`src/rtl/uart_pkg.sv`:
```
// Shared definitions for the UART transmitter slice.
// Holds the transmit FSM state encoding and the default frame parameters
// used by uart_transmitter and uart_baud_counter.
package uart_pkg;

  localparam int CLKS_PER_BIT_DEFAULT = 104;
  localparam int DATA_BITS_DEFAULT    = 8;
  localparam int STOP_BITS_DEFAULT    = 1;

  // Transmit FSM states, in frame order.
  typedef enum logic [1:0] {
    IDLE  = 2'd0,
    START = 2'd1,
    DATA  = 2'd2,
    STOP  = 2'd3
  } tx_state_e;

endpackage

```
`src/rtl/uart_baud_counter.sv`:
```
// Bit-period timer for the UART transmitter.
// Counts 0..CLKS_PER_BIT-1 and wraps; bit_done is high for the single cycle
// in which the count sits at CLKS_PER_BIT-1, so the consumer acts on the
// edge that ends the bit period.
//
// Ports:
//   clk      in  system clock, rising edge
//   reset    in  asynchronous active-high reset
//   clear    in  hold the count at zero (used while the transmitter is idle)
//   bit_done out one-cycle pulse on the last cycle of each bit period
module uart_baud_counter
  import uart_pkg::*;
#(
  parameter int CLKS_PER_BIT = CLKS_PER_BIT_DEFAULT
) (
  input  logic clk,
  input  logic reset,
  input  logic clear,
  output logic bit_done
);

  localparam int CW = (CLKS_PER_BIT > 1) ? $clog2(CLKS_PER_BIT) : 1;
  localparam logic [CW-1:0] LAST = CW'(CLKS_PER_BIT - 1);

  logic [CW-1:0] cnt_q;
  logic [CW-1:0] cnt_d;

  always_comb begin
    // Gated by clear so a one-clock bit period cannot fire while idle.
    bit_done = !clear && (cnt_q == LAST);
    if (clear || (cnt_q == LAST)) begin
      cnt_d = '0;
    end else begin
      cnt_d = cnt_q + 1'b1;
    end
  end

  always_ff @(posedge clk or posedge reset) begin
    if (reset) begin
      cnt_q <= '0;
    end else begin
      cnt_q <= cnt_d;
    end
  end

endmodule

```
`src/rtl/uart_transmitter.sv`:
```
// Asynchronous serial transmitter (8N1 by default, LSB first).
// A byte is accepted on a rising edge where start=1 while idle; the frame
// (start bit, DATA_BITS data bits, STOP_BITS stop bits) is then shifted
// out on tx, each bit lasting CLKS_PER_BIT clocks.
//
// Handshake: start is a level request sampled only in IDLE. in_progress
// is high from the accept edge until the edge ending the last stop bit;
// start seen while in_progress=1 (including the edge where it falls) is
// dropped, giving at least one idle-high clock between frames.
//
// Ports:
//   clk         in  system clock, rising edge
//   reset       in  asynchronous active-high reset (aborts any frame)
//   data        in  payload, latched on the accept edge only
//   start       in  transmit request
//   in_progress out busy flag, registered
//   tx          out serial line, idle high, registered (glitch-free)
module uart_transmitter
  import uart_pkg::*;
#(
  parameter int CLKS_PER_BIT = CLKS_PER_BIT_DEFAULT,
  parameter int DATA_BITS    = DATA_BITS_DEFAULT,
  parameter int STOP_BITS    = STOP_BITS_DEFAULT
) (
  input  logic                 clk,
  input  logic                 reset,
  input  logic [DATA_BITS-1:0] data,
  input  logic                 start,
  output logic                 in_progress,
  output logic                 tx
);

  localparam int BW = $clog2(DATA_BITS + 1);
  localparam logic [BW-1:0] LAST_DATA = BW'(DATA_BITS - 1);
  localparam logic [BW-1:0] LAST_STOP = BW'(STOP_BITS - 1);

  tx_state_e            state_q, state_d;
  logic [DATA_BITS-1:0] shift_q, shift_d;
  logic [BW-1:0]        bit_cnt_q, bit_cnt_d;
  logic                 tx_q, tx_d;
  logic                 busy_q, busy_d;
  logic                 bit_done;

  // Held clear in IDLE so every frame's timing starts at the accept edge.
  uart_baud_counter #(
    .CLKS_PER_BIT(CLKS_PER_BIT)
  ) u_baud (
    .clk     (clk),
    .reset   (reset),
    .clear   (state_q == IDLE),
    .bit_done(bit_done)
  );

  always_comb begin
    state_d   = state_q;
    shift_d   = shift_q;
    bit_cnt_d = bit_cnt_q;
    tx_d      = tx_q;
    busy_d    = busy_q;
    case (state_q)
      IDLE: begin
        if (start) begin
          state_d   = START;
          shift_d   = data;
          bit_cnt_d = '0;
          tx_d      = 1'b0;
          busy_d    = 1'b1;
        end
      end
      START: begin
        if (bit_done) begin
          state_d   = DATA;
          tx_d      = shift_q[0];
          shift_d   = shift_q >> 1;
          bit_cnt_d = '0;
        end
      end
      DATA: begin
        if (bit_done) begin
          if (bit_cnt_q == LAST_DATA) begin
            state_d   = STOP;
            tx_d      = 1'b1;
            bit_cnt_d = '0;
          end else begin
            tx_d      = shift_q[0];
            shift_d   = shift_q >> 1;
            bit_cnt_d = bit_cnt_q + 1'b1;
          end
        end
      end
      STOP: begin
        // bit_cnt_q is reused to count stop bits.
        if (bit_done) begin
          if (bit_cnt_q == LAST_STOP) begin
            state_d = IDLE;
            busy_d  = 1'b0;
            tx_d    = 1'b1;
          end else begin
            bit_cnt_d = bit_cnt_q + 1'b1;
          end
        end
      end
      default: begin
        state_d = IDLE;
        busy_d  = 1'b0;
        tx_d    = 1'b1;
      end
    endcase
  end

  always_ff @(posedge clk or posedge reset) begin
    if (reset) begin
      state_q   <= IDLE;
      shift_q   <= '0;
      bit_cnt_q <= '0;
      tx_q      <= 1'b1;
      busy_q    <= 1'b0;
    end else begin
      state_q   <= state_d;
      shift_q   <= shift_d;
      bit_cnt_q <= bit_cnt_d;
      tx_q      <= tx_d;
      busy_q    <= busy_d;
    end
  end

  assign in_progress = busy_q;
  assign tx          = tx_q;

endmodule

```
`config.mk`:
```
export PLATFORM = sky130hd
export DESIGN_NAME = uart_transmitter
export DESIGN_NICKNAME = d
export VERILOG_FILES = /design/src/rtl/uart_pkg.sv /design/src/rtl/uart_baud_counter.sv /design/src/rtl/uart_transmitter.sv
export SDC_FILE = /design/constraint.sdc
export NUM_CORES = 1
export LEC_CHECK = 0
export ABC_CLOCK_PERIOD_IN_PS = 3500
export BUFFER_PORTS_ARGS = -buffer_cell sky130_fd_sc_hd__buf_2
export CAP_MARGIN = 0
export CORE_MARGIN = 2
export CORE_UTILIZATION = 57
export DETAILED_ROUTE_END_ITERATION = 6
export GPL_ROUTABILITY_DRIVEN = 0
export GPL_TIMING_DRIVEN = 0
export PLACE_DENSITY = 0.79
export SLEW_MARGIN = 10
export SYNTH_ARGS = -nofsm -noshare
export SYNTH_HDL_FRONTEND = slang
export SYNTH_SLANG_ARGS = --single-unit
```
`constraint.sdc`:
```
create_clock -name clk -period 3.5 [get_ports clk]
set_clock_uncertainty 0.2 [all_clocks]
set_input_delay 0.175 -clock clk [delete_from_list [all_inputs] [get_ports clk]]
set_output_delay 0.175 -clock clk [all_outputs]
set_load 0.01 [all_outputs]
```
### Word-level counts from Yosys, hierarchy flattened

Cells that the tools add are included.

| cells by class | value |
|---|---|
| add/subtract/negate cells | 2 |
| equal/unequal tests | 13 |
| mux-type cells | 31 |
| reductions and logical operators | 12 |

Operators with widths:

| cell | count |
|---|---|
| 8-bit two-way mux | 4 |
| 4-bit two-way mux | 6 |
| 8-bit case mux with 3 select lines | 1 |
| 2-bit inequality test, second input constant | 8 |
| 4-bit case mux with 4 select lines | 1 |
| 5-bit AND reduction | 3 |
| 2-bit two-way mux | 6 |
| 1-bit two-way mux | 9 |
| 2-bit case mux with 4 select lines | 1 |
| 7-bit by 1-bit adder with 7-bit output, second input constant | 1 |
| 7-bit equality test, second input constant | 1 |
| 7-bit two-way mux | 1 |
| 6-bit AND reduction | 1 |
| 4-bit by 1-bit adder with 4-bit output, second input constant | 1 |
| 2-bit equality test, second input constant | 2 |
| 4-bit by 3-bit equality test with 1-bit output, second input constant | 1 |
| 4-bit logical NOT | 1 |
| 1-bit case mux with 4 select lines | 1 |
| 4-bit AND reduction | 1 |
| 3-bit nonzero test | 1 |
| 2-bit by 1-bit equality test with 1-bit output, second input constant | 1 |
| 2-bit logical NOT | 1 |
| 1-bit case mux with 2 select lines | 1 |
| 2-bit nonzero test | 1 |
| 3 further kinds | 3 |

| word-level totals | value |
|---|---|
| bits in registers | 23 |

### Longest topological paths before layout

| depth | value |
|---|---|
| depth in word-level cells | 5 |
| depth in mapped cells | 8 |
| depth with buffers taken out | 7 |

### Hierarchy

Synthesis repeated with hierarchy kept, for this count alone.

| second synthesis, totals | value |
|---|---|
| cells, all modules | 123 |
| area, all modules | 1272.5 um^2 |

Modules (own cells, without submodules):

| module | instances | cells each | area an instance (um^2) | seq. area each (um^2) |
|---|---|---|---|---|
| uart_transmitter | 1 | 90 | 935.9 | 401.6 |
| uart_baud_counter | 1 | 33 | 336.6 | 175.2 |

### Worst setup path after synthesis

OpenSTA, ideal clock, no wires.

| timing | value |
|---|---|
| path type | reg2reg |
| start point | register state_q[0] |
| end point | register state_q[1] |
| arrival | 2169 ps |
| path slack | 1003 ps |
| cell stages (with the launch flop) | 8 |
| buffers on the path | 1 |
| clock period less this slack | 2497 ps |
| cells stage by stage | dfrtp_1 inv_1 ha_1 or4b_4 or3b_1 buf_2 a21oi_2 mux2_1 |

| on the way | value |
|---|---|
| word-level cells in the longest chain between the ends | 5 |
| elaborated cells on any way between the ends | 14 |

RTL lines:

| item | RTL line | RTL |
|---|---|---|
| start: declaration | uart_transmitter.sv:37 | `tx_state_e state_q, state_d;` |
| start signal: assignment | uart_transmitter.sv:119 | `state_q <= state_d;` |
| 2-bit logical NOT | uart_transmitter.sv:50, uart_transmitter.sv:60 |  |
| 1-bit logical NOT | uart_baud_counter.sv:30 | `bit_done = !clear && (cnt_q == LAST);` |
| 1-bit logical AND | uart_baud_counter.sv:30 |  |
| 2-bit inequality test (no source line) | n/a |  |
| 6-bit AND reduction (no source line) | n/a |  |

Several ways; a longest one is shown, not always the timed one.
A chain may end at the register's enable or synchronous reset.

### Worst setup path in the final report

| timing | value |
|---|---|
| start point | register state_q[0] |
| end point | register shift_q[3] |

| on the way | value |
|---|---|
| word-level cells in the longest chain between the ends | 5 |
| elaborated cells on any way between the ends | 12 |

RTL lines:

| item | RTL line | RTL |
|---|---|---|
| 2-bit logical NOT | uart_transmitter.sv:50, uart_transmitter.sv:60 |  |
| 1-bit logical NOT | uart_baud_counter.sv:30 |  |
| 1-bit logical AND | uart_baud_counter.sv:30 |  |
| 2-bit inequality test (no source line) | n/a |  |
| 5-bit AND reduction (no source line) | n/a |  |
| end signal: assignment | uart_transmitter.sv:120 | `shift_q <= shift_d;` |
| end: declaration | uart_transmitter.sv:38 | `logic [DATA_BITS-1:0] shift_q, shift_d;` |

Several ways; a longest one is shown, not always the timed one.

==> impl_metrics.py <==
metrics = {
    "place": {
        "dpl.hpwl_um": 1700,
        "place_ws_ns": 0.829,
        "dp.cells": 172,
        "port_buffers": 12,
    },
    "floorplanning": {
        "start_util_pct": 58.9,
        "placement_rows": 17,
        "die_w_um": 51.1,
        "core_area_um2": 2150,
        "io_pins": 13,
        "die_area_um2": 2610,
        "die_y_um": 51.1,
    },
    "global_routing": {
        "antenna_found_initial": 0,
        "met1_usage_pct": 26.3,
        "first_global_vias": 981,
        "grt_pass1_wl_um": 4380,
        "use_met3_pct": 3.80,
        "grt_max_degree": 24,
        "track_usage_pct": 23.2,
        "grt_overflow": 0,
        "busiest_layer": "met2",
        "grtUsageMet2_pct": 41.6,
    },
    "clock_network": {
        "clkTransAtPathRegs_ns": 0.13,
        "clk_path_buf_depth": 2,
        "post-cts-setup-buffer-count": 0,
        "cts.htree.levels": 1,
        "root_buffer": "clkbuf_4",
        "cts_buffers": 3,
        "cts.sinks": 23,
        "cts_tree": "yes",
        "insertion_delay_ns": 0.32,
    },
    "timing": {
        "slew_headroom_pct": 44.4,
        "min_period_ns": 2.71,
        "finalCritPeriodShare_pct": 77.3,
        "final.setup.tns_ns": 0,
        "finalSetupViolations": 0,
        "hold_viol_final": 0,
        "worst_slack_ns": 0.794,
        "rsz0062_at_grt": "no",
        "tightest_slew_ns": 0.833,
        "timing.fmax_mhz": 370,
        "slew_violations": 0,
    },
    "logic_synthesis": {
        "syn_area_um2": 1270,
        "yosys-top-cells-area": "dfrtp_1 43%, ha_1 8.9%, o21ai_0 5.9%",
        "synth_cell_types": 38,
        "ys.flop_type": "dfrtp_1",
        "synth_top_area_share_pct": 43.5,
        "async_flop_share_pct": 100,
        "ys_seq_area_share_pct": 45.6,
        "syn_area_per_cell_um2": 9.59,
        "synth_cells": 132,
        "synth_edf_count": 0,
        "synth_warnings": 0,
        "synth_fp_nets": 152,
        "ys_ff_latch": 23,
        "yosysTopAreaCell": "dfrtp_1",
    },
    "critical_path": {
        "rrSetupSlack_ns": 0.79,
        "cp_max_fo": 10,
        "critical_path.startpoint_type": "register",
        "required_ns": 3.49,
        "critPathKind": "reg2reg",
        "r2r_cells": 8,
        "crit_path_end_kind": "register",
        "r2r-end": "shift_q[3]$_DFFE_PP0P_",
        "r2r-start": "state_q[0]$_DFFE_PP0P_",
        "arrival_ns": 2.69,
    },
    "route": {
        "ant_nets": 0,
        "drc": 0,
        "routed-via-count": 1027,
        "wl_per_cell_um": 13.3,
        "vias_per_cell": 5.52,
        "first_iter_violations": 15,
        "drt-total-wl_um": 2480,
        "firstDrtPassIters": 2,
    },
    "worst_hold_path": {
        "hp-class": "reg2reg",
        "holdPathEnd": "u_baud.cnt_q[0]$_DFF_PP0_",
        "hold_path.startpoint": "u_baud.cnt_q[0]$_DFF_PP0_",
        "hold_path_depth": 1,
    },
    "finish": {
        "fin_nets": 179,
        "synthToLayoutAreaGrowth_pct": 17.5,
        "final_cells": 186,
        "diodes": 0,
        "drive_gt1_share_pct": 12.0,
    },
    "flow_run": {
        "maxCapViolations": 0,
    },
    "power_and_ir_drop": {
        "p_leak_nw": 0.711,
        "p_per_area_nw_per_um2": 808,
        "peakVddDrop_mv": 0.527,
        "finalPower_w": 0.00120,
    },
    "status": {
        "status": "completed",
    },
}
## what timing repair did
item / CTS / global route
hold buffers: 10 / 0
gates resized for setup: 0 / 0
hold endpoints to repair: 31 / 0
## cells in the mapped netlist (2+ instances only)
cell	n
dfrtp_1	22
o21ai_0	15
nand2_1	13
nor2_1	12
ha_1	9
inv_1	9
mux2i_1	7
a21oi_1	5
nand3_1	4
o21ai_1	3
nand2b_1	2
nor3_1	2
o31ai_1	2
xnor2_1	2
xor2_1	2
## sequential cells by signal, summed over array words and instances, names as in the netlist
signal / count
in_progress: 1
bit_cnt_q: 4
u_baud.cnt_q: 7
shift_q: 8
state_q: 2
tx: 1
## metrics by stage
| stage | hold slack (ns) | util, % | area, µm² |
|---|---|---|---|
| after floorplan | -0.0238 | - | 1270 |
| after global placement | 0.179 | 63.4 | 1360 |
| after detailed placement | 0.184 | 63.4 | 1360 |
| after CTS | 0.277 | 69.2 | 1490 |
| after global routing | 0.304 | 69.2 | 1490 |
| final | 0.276 | 69.2 | 1490 |
## power breakdown
group	switching (W)	internal [W]	leakage, nW
sequential	0.0000892	0.000370	0.294
combinational	0.000355	0.000263	0.402
clock	0.0000797	0.0000446	0.0150
total	0.000524	0.000678	0.711
## routing by layer
metal	routed length (µm)	vias to the layer above
met3	50	5
met4	55	0
met1	1090	495
met2	1280	13
li1	-	514
met5	0	-
## worst max path at each step
| stage | start | to | cells past startpoint |
|---|---|---|---|
| floorplan | state_q[0]$_DFFE_PP0P_ | state_q[1]$_DFFE_PP0P_ | 7 |
| global placement | state_q[0]$_DFFE_PP0P_ | state_q[1]$_DFFE_PP0P_ | 7 |
| detailed placement | state_q[0]$_DFFE_PP0P_ | state_q[1]$_DFFE_PP0P_ | 7 |
| CTS | state_q[0]$_DFFE_PP0P_ | state_q[1]$_DFFE_PP0P_ | 7 |
| global route | state_q[0]$_DFFE_PP0P_ | shift_q[3]$_DFFE_PP0P_ | 8 |
| finish | state_q[0]$_DFFE_PP0P_ | shift_q[3]$_DFFE_PP0P_ | 8 |
## critical path, cell delays in order, from the launching register on
cell      delay (ns)
dfrtp_1         0.45
inv_1           0.10
ha_1            0.31
or4b_4          0.52
nor2_1          0.25
o21ai_1         0.22
clkbuf_1        0.28
nand2_1         0.14
o21ai_0         0.11
## cell type report
type / count / area, µm²
Fill cell: 172 / 661
Multi-Input combinational cell: 97 / 643
Sequential cell: 23 / 577
Timing Repair Buffer: 22 / 160
Tap cell: 28 / 35.0
Inverter: 9 / 33.8
Clock buffer: 4 / 26.3
Buffer: 3 / 12.5
## layout by cell type (no fill, tap or decap), types with 4 or more instances in the layout
master and count:
a21oi_1 5, buf_2 13, dfrtp_1 22, dlygate4sd3_1 10, ha_1 9, inv_1 9
mux2i_1 7, nand2_1 13, nand3_1 4, nor2_1 12, o21ai_0 15
## cells by family (layout without fill, tap and decap cells)
kind of cell,Yosys count,count (layout),synth area share [%]
mux,8,8,6.42
compound gates,35,35,16.8
simple gates,41,41,15.9
xor+xnor,4,4,2.77
flops,23,23,45.6
fa+ha+maj,9,9,8.89
buf+inv,12,38,3.65
(Power assumes the default switching activity.)
